File: src/rtl/uart_autobaud_ctrl_if.sv
`default_nettype none
// ============================================================================
// Module   : uart_autobaud_ctrl_if
// Brief    : Line/receiver/status bundle between the autobaud controller and
//            its surroundings (master = line + receiver side, slave = ctrl).
// Revision : 1.0
// ============================================================================
interface uart_autobaud_ctrl_if #(
  parameter int CNT_W  = 16,
  parameter int DVSR_W = 11
);
  logic              serial_in;
  logic              byte_ready;
  logic [7:0]        data_out;
  logic              relearn;
  logic [DVSR_W-1:0] dvsr;
  logic              rx_en;
  logic              locked;
  logic              baud_err;
  logic [CNT_W-1:0]  bit_cycles;

  modport master (
    output serial_in, byte_ready, data_out, relearn,
    input  dvsr, rx_en, locked, baud_err, bit_cycles
  );

  modport slave (
    input  serial_in, byte_ready, data_out, relearn,
    output dvsr, rx_en, locked, baud_err, bit_cycles
  );
endinterface
`default_nettype wire

File: src/rtl/uart_autobaud_ctrl.sv
`default_nettype none
// ============================================================================
// Module   : uart_autobaud_ctrl
// Brief    : Measures the sync-byte start bit, derives the 16x divisor,
//            verifies with the receiver and reports lock / failure.
//            Optional verify timeout: UART_AUTOBAUD_TIMEOUT_EN.
// Revision : 1.0
// ============================================================================
module uart_autobaud_ctrl #(
  parameter int         CNT_W        = 16,
  parameter int         DVSR_W       = 11,
  parameter logic [7:0] SYNC_BYTE    = 8'h55,
  parameter int         MIN_CYCLES   = 32,
  parameter int         IDLE_BITS    = 10,
  parameter int         MAX_RETRY    = 3,
  parameter int         TIMEOUT_BITS = 40
) (
  input  wire logic            clk,
  input  wire logic            rst,
  uart_autobaud_ctrl_if.slave  bus
);

  localparam logic [2:0] c_HUNT      = 3'd0;
  localparam logic [2:0] c_MEASURE   = 3'd1;
  localparam logic [2:0] c_IDLE_WAIT = 3'd2;
  localparam logic [2:0] c_VERIFY    = 3'd3;
  localparam logic [2:0] c_FAIL_CHK  = 3'd4;
  localparam logic [2:0] c_LOCKED    = 3'd5;
  localparam logic [2:0] c_FAIL      = 3'd6;

  localparam int c_BIT_MAX = (IDLE_BITS > TIMEOUT_BITS) ? IDLE_BITS : TIMEOUT_BITS;
  localparam int c_BIT_W   = $clog2(c_BIT_MAX + 1);
  localparam int c_RTY_W   = $clog2(MAX_RETRY + 1);

  logic               r_sync1, r_sync2, r_hist;
  logic [2:0]         r_state;
  logic [CNT_W-1:0]   r_cnt;
  logic [CNT_W-1:0]   r_sub;
  logic [c_BIT_W-1:0] r_bits;
  logic [c_RTY_W-1:0] r_retry;
  logic [DVSR_W-1:0]  r_dvsr;
  logic               r_rx_en, r_locked, r_baud_err;
  logic [CNT_W-1:0]   r_bit_cycles;

  logic               w_fall, w_rise, w_cnt_sat, w_meas_bad, w_period_end;
  logic [CNT_W:0]     w_dvsr_full;
  logic [DVSR_W-1:0]  w_dvsr;
  logic [c_RTY_W-1:0] w_retry_nxt;

  // Sync flops idle high so reset release never fakes a falling edge.
  always_ff @(posedge clk or negedge rst) begin
    if (!rst) begin
      r_sync1 <= 1'b1;
      r_sync2 <= 1'b1;
      r_hist  <= 1'b1;
    end else begin
      r_sync1 <= bus.serial_in;
      r_sync2 <= r_sync1;
      r_hist  <= r_sync2;
    end
  end

  assign w_fall       = r_hist & ~r_sync2;
  assign w_rise       = ~r_hist & r_sync2;
  assign w_cnt_sat    = &r_cnt;
  assign w_dvsr_full  = ({1'b0, r_cnt} + (CNT_W+1)'(8)) >> 4;
  assign w_dvsr       = DVSR_W'(w_dvsr_full);
  assign w_meas_bad   = (r_cnt < CNT_W'(MIN_CYCLES)) | w_cnt_sat | (w_dvsr == '0);
  assign w_period_end = (r_sub == r_bit_cycles - CNT_W'(1));
  assign w_retry_nxt  = r_retry + c_RTY_W'(1);

  always_ff @(posedge clk or negedge rst) begin
    if (!rst) begin
      r_state      <= c_HUNT;
      r_cnt        <= '0;
      r_sub        <= '0;
      r_bits       <= '0;
      r_retry      <= '0;
      r_dvsr       <= '0;
      r_rx_en      <= 1'b0;
      r_locked     <= 1'b0;
      r_baud_err   <= 1'b0;
      r_bit_cycles <= '0;
    end else if (bus.relearn) begin
      r_state    <= c_HUNT;
      r_cnt      <= '0;
      r_sub      <= '0;
      r_bits     <= '0;
      r_retry    <= '0;
      r_rx_en    <= 1'b0;
      r_locked   <= 1'b0;
      r_baud_err <= 1'b0;
    end else begin
      case (r_state)
        c_HUNT: begin
          if (w_fall) begin
            r_cnt   <= CNT_W'(1);
            r_state <= c_MEASURE;
          end
        end
        c_MEASURE: begin
          if (w_rise) begin
            if (w_meas_bad) begin
              r_state <= c_FAIL_CHK;
            end else begin
              r_bit_cycles <= r_cnt;
              r_dvsr       <= w_dvsr;
              r_sub        <= '0;
              r_bits       <= '0;
              r_state      <= c_IDLE_WAIT;
            end
          end else if (!w_cnt_sat) begin
            r_cnt <= r_cnt + CNT_W'(1);
          end
        end
        c_IDLE_WAIT: begin
          if (!r_sync2) begin
            r_sub  <= '0;
            r_bits <= '0;
          end else if (w_period_end) begin
            r_sub <= '0;
            if (r_bits == c_BIT_W'(IDLE_BITS - 1)) begin
              r_bits  <= '0;
              r_rx_en <= 1'b1;
              r_state <= c_VERIFY;
            end else begin
              r_bits <= r_bits + c_BIT_W'(1);
            end
          end else begin
            r_sub <= r_sub + CNT_W'(1);
          end
        end
        c_VERIFY: begin
          if (bus.byte_ready) begin
            if (bus.data_out == SYNC_BYTE) begin
              r_locked <= 1'b1;
              r_retry  <= '0;
              r_state  <= c_LOCKED;
            end else begin
              r_rx_en <= 1'b0;
              r_state <= c_FAIL_CHK;
            end
          end
`ifdef UART_AUTOBAUD_TIMEOUT_EN
          else if (w_period_end) begin
            r_sub <= '0;
            if (r_bits == c_BIT_W'(TIMEOUT_BITS - 1)) begin
              r_bits  <= '0;
              r_rx_en <= 1'b0;
              r_state <= c_FAIL_CHK;
            end else begin
              r_bits <= r_bits + c_BIT_W'(1);
            end
          end else begin
            r_sub <= r_sub + CNT_W'(1);
          end
`endif
        end
        c_FAIL_CHK: begin
          r_retry <= w_retry_nxt;
          if (w_retry_nxt == c_RTY_W'(MAX_RETRY)) begin
            r_baud_err <= 1'b1;
            r_state    <= c_FAIL;
          end else begin
            r_state <= c_HUNT;
          end
        end
        c_LOCKED: r_state <= c_LOCKED;
        c_FAIL:   r_state <= c_FAIL;
        default:  r_state <= c_HUNT;
      endcase
    end
  end

  assign bus.dvsr       = r_dvsr;
  assign bus.rx_en      = r_rx_en;
  assign bus.locked     = r_locked;
  assign bus.baud_err   = r_baud_err;
  assign bus.bit_cycles = r_bit_cycles;

endmodule
`default_nettype wire

File: src/flat_wrapper.sv
// flat-port wrapper written by rule: the top's interface ports become plain ports
module uart_autobaud_ctrl_flat 
#(
  parameter int         CNT_W        = 16,
  parameter int         DVSR_W       = 11,
  parameter logic [7:0] SYNC_BYTE    = 8'h55,
  parameter int         MIN_CYCLES   = 32,
  parameter int         IDLE_BITS    = 10,
  parameter int         MAX_RETRY    = 3,
  parameter int         TIMEOUT_BITS = 40
)
  (clk, rst, bus_serial_in, bus_byte_ready, bus_data_out, bus_relearn, bus_dvsr, bus_rx_en, bus_locked, bus_baud_err, bus_bit_cycles);
  uart_autobaud_ctrl_if #(.CNT_W(CNT_W), .DVSR_W(DVSR_W)) bus_i ();
  input  wire logic clk;
  input  wire logic rst;
  input wire logic [$bits(bus_i.serial_in)-1:0] bus_serial_in;
  input wire logic [$bits(bus_i.byte_ready)-1:0] bus_byte_ready;
  input wire logic [$bits(bus_i.data_out)-1:0] bus_data_out;
  input wire logic [$bits(bus_i.relearn)-1:0] bus_relearn;
  output wire logic [$bits(bus_i.dvsr)-1:0] bus_dvsr;
  output wire logic [$bits(bus_i.rx_en)-1:0] bus_rx_en;
  output wire logic [$bits(bus_i.locked)-1:0] bus_locked;
  output wire logic [$bits(bus_i.baud_err)-1:0] bus_baud_err;
  output wire logic [$bits(bus_i.bit_cycles)-1:0] bus_bit_cycles;
  assign bus_i.serial_in = bus_serial_in;
  assign bus_i.byte_ready = bus_byte_ready;
  assign bus_i.data_out = bus_data_out;
  assign bus_i.relearn = bus_relearn;
  assign bus_dvsr = bus_i.dvsr;
  assign bus_rx_en = bus_i.rx_en;
  assign bus_locked = bus_i.locked;
  assign bus_baud_err = bus_i.baud_err;
  assign bus_bit_cycles = bus_i.bit_cycles;
  uart_autobaud_ctrl #(.CNT_W(CNT_W), .DVSR_W(DVSR_W), .SYNC_BYTE(SYNC_BYTE), .MIN_CYCLES(MIN_CYCLES), .IDLE_BITS(IDLE_BITS), .MAX_RETRY(MAX_RETRY), .TIMEOUT_BITS(TIMEOUT_BITS)) u_core (.clk(clk), .rst(rst), .bus(bus_i));
endmodule
File: config.mk
export PLATFORM = sky130hd
export DESIGN_NAME = uart_autobaud_ctrl_flat
export DESIGN_NICKNAME = d
export VERILOG_FILES = /design/src/rtl/uart_autobaud_ctrl_if.sv /design/src/rtl/uart_autobaud_ctrl.sv /design/src/flat_wrapper.sv
export SDC_FILE = /design/constraint.sdc
export NUM_CORES = 1
export LEC_CHECK = 0
export BUFFER_PORTS_ARGS = -buffer_cell sky130_fd_sc_hd__buf_2
export CORE_ASPECT_RATIO = 1.75
export CORE_MARGIN = 3
export CORE_UTILIZATION = 40
export CTS_CLUSTER_DIAMETER = 50
export DETAILED_ROUTE_END_ITERATION = 7
export PLACE_DENSITY = 0.59
export SYNTH_ARGS = -nofsm -noshare
export SYNTH_HDL_FRONTEND = slang
export SYNTH_SLANG_ARGS = --single-unit
File: constraint.sdc
create_clock -name clk -period 2.8 [get_ports clk]
set_input_delay 0.14 -clock clk [delete_from_list [all_inputs] [get_ports clk]]
set_output_delay 0.14 -clock clk [all_outputs]
set_load 0.1 [all_outputs]
==> results.sh <==
export IMPL_syn_to_final_growth_pct=24.9
export IMPL_fin_crit_sh_pct=102
export IMPL_grt_overflow=0
export IMPL_synth_top_cell_by_area="dfrtp_1"
export IMPL_drt_iter0_markers=176
export IMPL_drive_above_1_share_pct=26.2
export IMPL_r2r_cells=8
export IMPL_rsz0062_at_grt="true"
export IMPL_via_per_inst=5.77
export IMPL_synth_top_cell_area_share_pct=39.7
export IMPL_path_class="register to register"
export IMPL_start_util_pct=41.2
export IMPL_ys_seq_elements=76
export IMPL_grt_pass1_wl_um=21000
export IMPL_hold_end="u_core.r_state[0]$_DFFE_PN0P_"
export IMPL_outcome="finished with violations"
export IMPL_tns_ns=-0.135
export IMPL_grt_pass1_vias=4254
export IMPL_rows=51
export IMPL_async_flop_share_pct=100
export IMPL_cts_max_path_buffers=2
export IMPL_yosysWarnings=0
export IMPL_start_kind="register"
export IMPL_crit_top_cell="or4_4"
export IMPL_hold_viol_final=0
export IMPL_cts_inserted_buffers=9
export IMPL_p_leak_nw=2.56
export IMPL_synth_edf_count=0
export IMPL_core_area_um2=11200
export IMPL_crit_arrival_ns=3.11
export IMPL_pin_count=43
export IMPL_dp_hpwl_um=9310
export IMPL_power_per_cell_area_nw_per_um2=449
export IMPL_worst_setup_path_end_kind="register"
export IMPL_fin_skew_ns=0.00912
export IMPL_cpMaxStageDelayCell="or4_4"
export IMPL_synth_seq_area_share_pct=41.4
export IMPL_synth_fp_nets=535
export IMPL_cts_root_buf="clkbuf_16"
export IMPL_clock_sinks=76
export IMPL_diodes=0
export IMPL_hp_class="input pin to register"
export IMPL_globalplace_congestion=0.946
export IMPL_post_route_drc_count=0
export IMPL_peakVddDrop_v=0.000316
export IMPL_min_path_cells=2
export IMPL_slew_headroom_pct=34.8
export IMPL_num_fill_cells=1033
export IMPL_yosysUniqueCellTypes=64
export IMPL_synth_area_leaders="dfrtp_1, mux2_2, nand2_1, nor2_1, xnor2_1"
export IMPL_layout_nets=610
export IMPL_die_h_um=148
export IMPL_slew_viol_final=0
export IMPL_clock_latency_ns=0.34
export IMPL_required_ns=3.05
export IMPL_r2r_end="u_core.bus.rx_en$_DFFE_PN0P_"
export IMPL_dpl_cell_area_um2=5310
export IMPL_setup_viol=4
export IMPL_cts_tree="done"
export IMPL_cp_max_fo=5
export IMPL_wirelength_um=12500
export IMPL_dr_pass1_iters=7
export IMPL_r2r_slack_ns=-0.07
export IMPL_p_total_w=0.00258
export IMPL_max_stage_delay_ns=0.52
export IMPL_syn_inst=515
export IMPL_dieArea_um2=12900
export IMPL_synth_area_per_cell_um2=8.93
export IMPL_final_util_pct=51.4
export IMPL_cap_violations=0
export IMPL_drtAntennaViolNets=0
export IMPL_multi_input_area_um2=2570
export IMPL_r2r_start="u_core.bus.bit_cycles[0]$_DFFE_PN0P_"
export IMPL_detail_route_wl_per_cell_um=17.2
export IMPL_max_slew_worst_pin_slew_ns=0.978
export IMPL_num_vias=4197
export IMPL_fin_area_um2=5740
export IMPL_regArea_um2=1930
export IMPL_htree_levels=3
export IMPL_die_w_um=87.1
export IMPL_cp_num_buf_inv=1
export IMPL_dp_cells=707
export IMPL_syn_area_um2=4600
export IMPL_grt_total_usage_pct=20.6
export IMPL_portBuffers=42
export IMPL_min_period_ns=2.87
export IMPL_layout_setup_ws_ns=-0.0654
export IMPL_critPathTopFamily="simple AND/OR/NAND/NOR gates"
export IMPL_antenna_found_initial=0
export IMPL_synth_ff_type="dfrtp_1"
export IMPL_path_clk_slew_ns=0.06
export IMPL_cp_cell_sequence="or4_4, or4b_1, a21oi_1, a311o_1, nand4_1, buf_4, or4_4, a221oi_2"
export IMPL_instances_no_fill=727
export IMPL_max_freq_mhz=349
export IMPL_grt_max_degree=77
export IMPL_hold_start="bus_relearn"
export IMPL_violations="setup timing"
-- cell usage after synthesis, types with 4 or more instances --
cell type and instances:
a21oi_1 14, a31oi_1 11, and2_1 4, and3_1 7
buf_2 4, clkbuf_1 25, dfrtp_1 73, ha_1 7
inv_1 16, mux2_2 18, mux2i_1 5, nand2_1 53
nand2b_1 4, nand3_1 29, nand4_1 22, nor2_1 50
nor3_1 15, nor4_1 8, o211ai_1 7, o21ai_0 21
o311ai_0 9, or2_2 4, or3_1 8, xnor2_1 21
xor2_1 20
-- through the flow --
stage / setup WS, ns / hold slack, ns
after floorplan: -0.0980 / -0.156
after global placement: -0.0574 / 0.246
after detailed placement: -0.139 / 0.248
after CTS: -0.0992 / 0.153
after global routing: -0.180 / 0.178
final: -0.0654 / 0.152
-- layer usage --
layer / global-route usage (%) / up-vias / wire length (um)
met2: 36.3 / 110 / 6740
met3: 3.18 / 39 / 407
met1: 23.6 / 2019 / 4770
met5: 0 / - / 0
li1: - / 2029 / -
met4: 10.5 / 0 / 580
-- timing repair --
action	4_1_cts	5_1_grt
setup endpoints to repair	12	18
resized for setup	1	16
hold endpoints to repair	3	0
setup buffers	1	1
hold buffers	2	0
pin swaps	3	2
-- power by group --
group | switching, W | internal [W] | total [W]
Clock | 0.000492 | 0.000877 | 0.00137
Sequential | 0.0000101 | 0.00111 | 0.00112
Combinational | 0.0000617 | 0.0000309 | 0.0000926
Total | 0.000564 | 0.00201 | 0.00258
-- worst max path at each step --
stage	slack, ns	end	startpoint	depth (start not counted)
6_report	-0.07	u_core.bus.rx_en$_DFFE_PN0P_	u_core.bus.bit_cycles[0]$_DFFE_PN0P_	8
5_1_grt	-0.18	u_core.bus.rx_en$_DFFE_PN0P_	u_core.bus.bit_cycles[0]$_DFFE_PN0P_	9
4_1_cts	-0.1	u_core.bus.rx_en$_DFFE_PN0P_	u_core.bus.bit_cycles[0]$_DFFE_PN0P_	8
3_5_place_dp	-0.14	u_core.r_sub[13]$_DFFE_PN0P_	u_core.bus.bit_cycles[2]$_DFFE_PN0P_	11
3_3_place_gp	-0.06	u_core.r_bits[5]$_DFFE_PN0P_	u_core.bus.bit_cycles[2]$_DFFE_PN0P_	9
2_1_floorplan	-0.1	u_core.bus.rx_en$_DFFE_PN0P_	u_core.bus.bit_cycles[2]$_DFFE_PN0P_	7
-- placed cells by master, fill, tap and decap left out, drive strengths merged, types with 3 or more instances in the layout --
master | netlist | layout
and2 | 5 | 5
inv | 16 | 17
nor3 | 15 | 15
and3 | 7 | 7
ha | 7 | 7
xnor2 | 21 | 21
nand3b | 3 | 3
nand3 | 29 | 29
mux2i | 5 | 5
o21ai | 21 | 21
nor4 | 9 | 9
clkinv | 1 | 3
nand2b | 4 | 4
nand4 | 22 | 22
o211ai | 7 | 7
clkbuf | 25 | 9
or4 | 5 | 5
a21oi | 14 | 14
mux2 | 18 | 18
dfrtp | 73 | 73
or3 | 8 | 8
nor2 | 50 | 50
xor2 | 20 | 20
a211oi | 3 | 3
o311ai | 9 | 9
dfstp | 3 | 3
nand2 | 53 | 53
a31oi | 11 | 11
or2 | 4 | 4
buf | 7 | 94
bufinv | 0 | 3
-- kinds of logic (layout without fill, tap and decap cells) --
| group | Yosys count | after routing | synth area share (%) |
|---|---|---|---|
| AOI/OAI and AO/OA | 92 | 92 | 14.0 |
| and+or+nand+nor | 227 | 227 | 25.3 |
| adders and majority gates | 7 | 7 | 1.90 |
| xor gates and xnor gates | 41 | 41 | 7.81 |
| buffers and inverters | 49 | 129 | 4.11 |
| muxes | 23 | 23 | 5.50 |
| DFF | 76 | 76 | 41.4 |
-- worst register-to-register path, delay by kind of cell, from the launching register on --
family	cells	cell delay, ns
DFF	1	0.50
AOI/OAI and AO/OA	3	0.51
buffers and inverters	1	0.17
and+or+nand+nor	4	1.60
-- registers in the layout, indices dropped and copies added (netlist names) --
signal	flops
u_core.r_sub	16
u_core.bus.locked	1
u_core.bus.bit_cycles	16
u_core.r_bits	6
u_core.bus.rx_en	1
u_core.r_cnt	16
u_core.r_retry	2
u_core.r_state	3
u_core.r_sync2	1
u_core.r_hist	1
u_core.r_sync1	1
u_core.bus.baud_err	1
u_core.bus.dvsr	11
-- area by class of cell --
cell class	count	area share, %
clock inverter	7	2.16
timing repair buffer	96	11.6
inverter	17	1.11
sequential	76	33.5
multi-input combinational	390	44.8
clock buffer	9	3.92
tap	132	2.88
No activity file was read; power rests on OpenSTA's default activity.
